**config.mk**
```make
export PLATFORM = sky130hd
export DESIGN_NAME = wb_master_ctrl
export DESIGN_NICKNAME = d
export VERILOG_FILES = /design/src/rtl/wb_pkg.sv /design/src/rtl/wb_timeout_cnt.sv /design/src/rtl/wb_master_ctrl.sv
export SDC_FILE = /design/constraint.sdc
export NUM_CORES = 1
export LEC_CHECK = 0
export BUFFER_PORTS_ARGS = -buffer_cell sky130_fd_sc_hd__buf_2
export CAP_MARGIN = 20
export CORE_UTILIZATION = 49
export DETAILED_ROUTE_END_ITERATION = 10
export PLACE_DENSITY = 0.84
export SLEW_MARGIN = 20
export SYNTH_ARGS = -nofsm -noshare
export SYNTH_HDL_FRONTEND = slang
export SYNTH_HIERARCHICAL = 1
export SYNTH_SLANG_ARGS = --single-unit
```
**constraint.sdc**
```tcl
create_clock -name i_wb_clk -period 4.7 [get_ports i_wb_clk]
set_input_delay 0 -clock i_wb_clk [delete_from_list [all_inputs] [get_ports i_wb_clk]]
set_output_delay 0 -clock i_wb_clk [all_outputs]
set_load 0.01 [all_outputs]
```
**src/rtl/wb_pkg.sv**
```systemverilog
// Shared definitions for the PWM/timer Wishbone path: FSM encodings, response
// error codes and register offsets used by master, slave and bench.
package wb_pkg;

  typedef enum logic [1:0] {
    IDLE = 2'd0,
    BUS  = 2'd1,
    RESP = 2'd2
  } wb_state_e;

  localparam logic [1:0] ERR_OK      = 2'b00;
  localparam logic [1:0] ERR_TIMEOUT = 2'b01;
  localparam logic [1:0] ERR_ALIGN   = 2'b10;

  localparam logic [15:0] REG_CTRL    = 16'h0000;
  localparam logic [15:0] REG_DIVISOR = 16'h0002;
  localparam logic [15:0] REG_PERIOD  = 16'h0004;
  localparam logic [15:0] REG_DC      = 16'h0006;

  // Registers are 16-bit and halfword aligned; an odd byte address is illegal.
  function automatic logic is_misaligned(input logic lsb);
    return lsb;
  endfunction

endpackage

```
**src/rtl/wb_timeout_cnt.sv**
```systemverilog
// Saturating ack-wait counter; expired flags the last permitted wait cycle.
module wb_timeout_cnt #(
  parameter int unsigned TIMEOUT = 16
) (
  input  logic i_clk,
  input  logic i_rst,
  input  logic i_clr,
  input  logic i_en,
  output logic o_expired
);

  localparam int unsigned CW = $clog2(TIMEOUT + 1);
  localparam logic [CW-1:0] CNT_MAX  = CW'(TIMEOUT);
  localparam logic [CW-1:0] CNT_LAST = CW'(TIMEOUT - 1);

  logic [CW-1:0] cnt_q;
  logic [CW-1:0] cnt_d;

  // Next count: clear wins, otherwise count up and stick at TIMEOUT.
  always_comb begin
    cnt_d = cnt_q;
    if (i_clr) begin
      cnt_d = {CW{1'b0}};
    end else if (i_en && (cnt_q != CNT_MAX)) begin
      cnt_d = cnt_q + {{(CW-1){1'b0}}, 1'b1};
    end else begin
      cnt_d = cnt_q;
    end
  end

  // Counter register.
  always_ff @(posedge i_clk) begin
    if (i_rst) begin
      cnt_q <= {CW{1'b0}};
    end else begin
      cnt_q <= cnt_d;
    end
  end

  assign o_expired = (cnt_q == CNT_LAST);

endmodule

```
**src/rtl/wb_master_ctrl.sv**
```systemverilog
// Wishbone classic single-cycle initiator for the PWM/timer register block,
// with ack timeout, alignment check and a held host response.
module wb_master_ctrl
  import wb_pkg::*;
#(
  parameter int unsigned TIMEOUT = 16,
  parameter int unsigned DW      = 16,
  parameter int unsigned AW      = 16
) (
  input  logic          i_wb_clk,
  input  logic          i_wb_rst,
  input  logic          i_cmd_valid,
  output logic          o_cmd_ready,
  input  logic          i_cmd_we,
  input  logic [AW-1:0] i_cmd_adr,
  input  logic [DW-1:0] i_cmd_data,
  output logic          o_rsp_valid,
  input  logic          i_rsp_ready,
  output logic [DW-1:0] o_rsp_data,
  output logic [1:0]    o_rsp_err,
  output logic          o_wb_cyc,
  output logic          o_wb_stb,
  output logic          o_wb_we,
  output logic [AW-1:0] o_wb_adr,
  output logic [DW-1:0] o_wb_data,
  input  logic          i_wb_ack,
  input  logic [DW-1:0] i_wb_data
);

  wb_state_e     state_q;
  logic          cyc_q;
  logic          stb_q;
  logic          we_q;
  logic [AW-1:0] adr_q;
  logic [DW-1:0] wdata_q;
  logic          rsp_valid_q;
  logic [DW-1:0] rsp_data_q;
  logic [1:0]    rsp_err_q;

  logic cmd_accept_s;
  logic expired_s;

  assign o_cmd_ready  = (state_q == IDLE) && !i_wb_rst;
  assign cmd_accept_s = i_cmd_valid && o_cmd_ready;

  wb_timeout_cnt #(
    .TIMEOUT (TIMEOUT)
  ) u_timeout_cnt (
    .i_clk     (i_wb_clk),
    .i_rst     (i_wb_rst),
    .i_clr     (cmd_accept_s),
    .i_en      ((state_q == BUS) && !i_wb_ack),
    .o_expired (expired_s)
  );

  // Command/bus/response FSM; ack is only looked at while in BUS.
  always_ff @(posedge i_wb_clk) begin
    if (i_wb_rst) begin
      state_q     <= IDLE;
      cyc_q       <= 1'b0;
      stb_q       <= 1'b0;
      we_q        <= 1'b0;
      adr_q       <= {AW{1'b0}};
      wdata_q     <= {DW{1'b0}};
      rsp_valid_q <= 1'b0;
      rsp_data_q  <= {DW{1'b0}};
      rsp_err_q   <= ERR_OK;
    end else begin
      case (state_q)
        IDLE: begin
          if (i_cmd_valid) begin
            we_q    <= i_cmd_we;
            adr_q   <= i_cmd_adr;
            wdata_q <= i_cmd_data;
            if (is_misaligned(i_cmd_adr[0])) begin
              rsp_valid_q <= 1'b1;
              rsp_data_q  <= {DW{1'b0}};
              rsp_err_q   <= ERR_ALIGN;
              state_q     <= RESP;
            end else begin
              cyc_q   <= 1'b1;
              stb_q   <= 1'b1;
              state_q <= BUS;
            end
          end else begin
            state_q <= IDLE;
          end
        end
        BUS: begin
          if (i_wb_ack) begin
            cyc_q       <= 1'b0;
            stb_q       <= 1'b0;
            rsp_valid_q <= 1'b1;
            rsp_data_q  <= we_q ? {DW{1'b0}} : i_wb_data;
            rsp_err_q   <= ERR_OK;
            state_q     <= RESP;
          end else if (expired_s) begin
            cyc_q       <= 1'b0;
            stb_q       <= 1'b0;
            rsp_valid_q <= 1'b1;
            rsp_data_q  <= {DW{1'b0}};
            rsp_err_q   <= ERR_TIMEOUT;
            state_q     <= RESP;
          end else begin
            state_q <= BUS;
          end
        end
        RESP: begin
          if (i_rsp_ready) begin
            rsp_valid_q <= 1'b0;
            state_q     <= IDLE;
          end else begin
            state_q <= RESP;
          end
        end
        default: begin
          cyc_q       <= 1'b0;
          stb_q       <= 1'b0;
          rsp_valid_q <= 1'b0;
          state_q     <= IDLE;
        end
      endcase
    end
  end

  assign o_wb_cyc    = cyc_q;
  assign o_wb_stb    = stb_q;
  assign o_wb_we     = we_q;
  assign o_wb_adr    = adr_q;
  assign o_wb_data   = wdata_q;
  assign o_rsp_valid = rsp_valid_q;
  assign o_rsp_data  = rsp_data_q;
  assign o_rsp_err   = rsp_err_q;

endmodule

```
==> impl_metrics.yaml <==
critical_path:
  crit_path_end_kind: "register"
  crit_fanout: 21
  crit_chain: "or3b_1 > buf_4 > nor2_1 > nor2_1 > o21ai_0 > a31oi_1"
  reg2regPathDepth: 6
  cp-start-kind: "register"
  required_ps: 4890
  slowest_stage: "or3b_1"
  rr_endpoint: "u_timeout_cnt/cnt_q[4]"
  startpoint: "state_q[0]"
  reg2reg_slack_ps: 2710
  critPathArrivalTime_ps: 2170
  endpoint: "u_timeout_cnt/cnt_q[4]"
  r2r_start: "state_q[0]"
  cpMostUsedCell: "nor2_1"
  critPathKind: "reg -> reg"
  cp_slowest_stage_delay_ps: 640
power:
  pwr-share-comb_pct: 14.0
  p_leak_nw: 1.63
  seqPwrFrac_pct: 44.7
  clock_power_share_pct: 41.3
  switching_share_pct: 24.3
  p_per_area_mw_per_mm2: 354
  internal_power_mw: 0.932
  netSwitchingPower_mw: 0.299
  ir_drop_v: 0.000221
route:
  wire_per_inst_um: 14.1
  detail-route-antenna-nets: 0
  via_per_inst: 5.06
  dr.pass1.iters: 4
  routed_wl_mm: 6.44
  vias: 2306
  drtIter0Drc: 124
  drc: 0
timing:
  worstMarginPinSlew_ps: 846
  min_period_ps: 1990
  max_slew_margin_pct: 43.6
  rsz0062_at_grt: "false"
  clock_skew_ps: 7.60
  setup_viol: 0
  tns_ps: 0
  slew_viol_final: 0
  hold_viol_final: 0
  fin_hold_ws_ps: 20.7
  fmax_mhz: 504
  fin_crit_sh_pct: 42.2
synth:
  synth_area_per_cell_um2: 9.08
  yosysTopAreaCellShare_pct: 53.5
  ys_top_cells_by_count: "69 x nand2_1, 60 x dfxtp_1, 37 x a21oi_1"
  synth_nets: 304
  yosys_register_bits: 60
  synth_seq_area_share_pct: 53.5
  synthesis.area_mm2: 0.00224
  synthMostInstantiatedCell: "nand2_1"
  synthArstFlopShare_pct: 0
  synth_edf_count: 0
  synth_area_leaders: "dfxtp_1 54%, nand2_1 12%, a21oi_1 8.3%"
  synth_ff_type: "dfxtp_1"
  yosysUniqueCellTypes: 36
  synth_cells: 247
  yosys_warnings: 6
  yosysTopAreaCell: "dfxtp_1"
floorplanning:
  initial_core_util_pct: 51.2
  die_area_mm2: 0.00485
  die_height_um: 69.7
  die_x_um: 69.7
  io_pins: 109
  core_area_mm2: 0.00438
  rows: 24
clock_network:
  clk_pin_slew_ps: 60
  cts_root_buffer: "clkbuf_8"
  clock_latency_ps: 330
  htreeDepth: 3
  cts.path.max_buffers: 2
  cts_tree: "yes"
  numCtsBuffers: 9
  cts.repair.resized: 0
  postCtsSetupBuffers: 0
  ctsHoldBuffers: 49
  clock_sinks: 60
global_route:
  grt_pass1_vias: 2283
  grt_max_degree: 47
  overflow: 0
  antenna_found_initial: 0
  grt_usage_pct: 28.0
  grt_pass1_wl_mm: 10.7
outcome:
  status: "complete, no violations"
cells_and_area:
  finish.net_count: 456
  diodes: 0
  final_layout_size_suffix_gt1_share_pct: 31.9
  area_growth_pct: 55.0
  final_area_mm2: 0.00348
place:
  place_hpwl_mm: 3.58
  place_area_mm2: 0.00277
  gp_congestion: 0.802
  numPortBuffers: 108
min_path:
  hold_path_class: "in -> reg"
job:
  drv_cap: 0
-- registers in the layout, indices dropped and copies added (netlist names) --
signal / count
o_rsp_data: 16
o_wb_adr: 16
o_wb_data: 16
u_timeout_cnt/cnt_q: 5
o_rsp_err: 2
state_q: 2
o_rsp_valid: 1
o_wb_stb: 1
o_wb_we: 1
-- critical path, delay by kind of cell (launching register included) --
family,cells,cell delay (ps)
buf+inv,1,310
flops,1,390
simple gates,3,950
compound gates,2,180
-- worst min path at each step --
stage | from | endpoint | slack [ps] | cells after the start
6_report | i_cmd_valid | state_q[0] | 20 | 3
4_1_cts | i_cmd_adr[0] | o_wb_adr[0] | 5 | 3
5_1_grt | i_wb_ack | o_wb_stb | 30 | 3
3_5_place_dp | i_wb_data[4] | o_rsp_data[4] | 220 | 2
2_1_floorplan | i_wb_rst | u_timeout_cnt/cnt_q[3] | 70 | 1
3_3_place_gp | i_wb_data[9] | o_rsp_data[9] | 220 | 2
-- through the flow --
stage	instances	util [%]	setup slack, ps	power [mW]
2_1_floorplan	247	-	3030	0.640
3_3_place_gp	391	63.2	2790	0.695
3_5_place_dp	391	63.2	2730	0.697
4_1_cts	456	79.3	2710	1.23
6_report	456	79.3	2710	1.23
5_1_grt	456	79.3	2520	1.28
-- layout by cell type (no fill, tap or decap), types with 3 or more instances in the layout --
master,Yosys,layout
nor3_1,3,3
nor2_1,6,6
a22o_1,16,16
clkbuf_8,0,10
ha_1,3,3
inv_1,6,6
o21ai_0,4,4
dlygate4sd3_1,0,49
dfxtp_1,60,60
buf_2,2,108
a21oi_1,37,37
nand2_1,69,69
-- per-layer routing --
metal / GRT usage (%) / vias to the layer above / share of wire [%]
met5: 0 / - / 0
met4: 9.78 / 0 / 1.1
met3: 10.8 / 10 / 7.0
met2: 47.1 / 99 / 50
met1: 32.4 / 1047 / 42
li1: - / 1150 / -
-- kinds of logic after synthesis --
family	share of synthesized area, %
xor+xnor	0.390
fa+ha+maj	1.67
flops	53.5
simple gates	19.6
buf+inv	5.47
compound gates	19.4
-- cell type report --
type	instances	area, um^2
Clock buffer	12	145
Clock inverter	4	72.6
Fill cell	269	906
Inverter	6	22.5
Multi-Input combinational cell	163	926
Sequential cell	60	1200
Tap cell	52	65.1
Timing Repair Buffer	159	1050
-- power groups by stage --
stage | Clock (mW) | Sequential [mW] | Combinational [mW]
after floorplan | 0 | 0.570 | 0.0698
after global routing | 0.539 | 0.554 | 0.188
after global placement | 0 | 0.561 | 0.134
after detailed placement | 0 | 0.561 | 0.136
final | 0.509 | 0.551 | 0.172
after CTS | 0.514 | 0.550 | 0.168
Power figures use the tool's default switching activity.
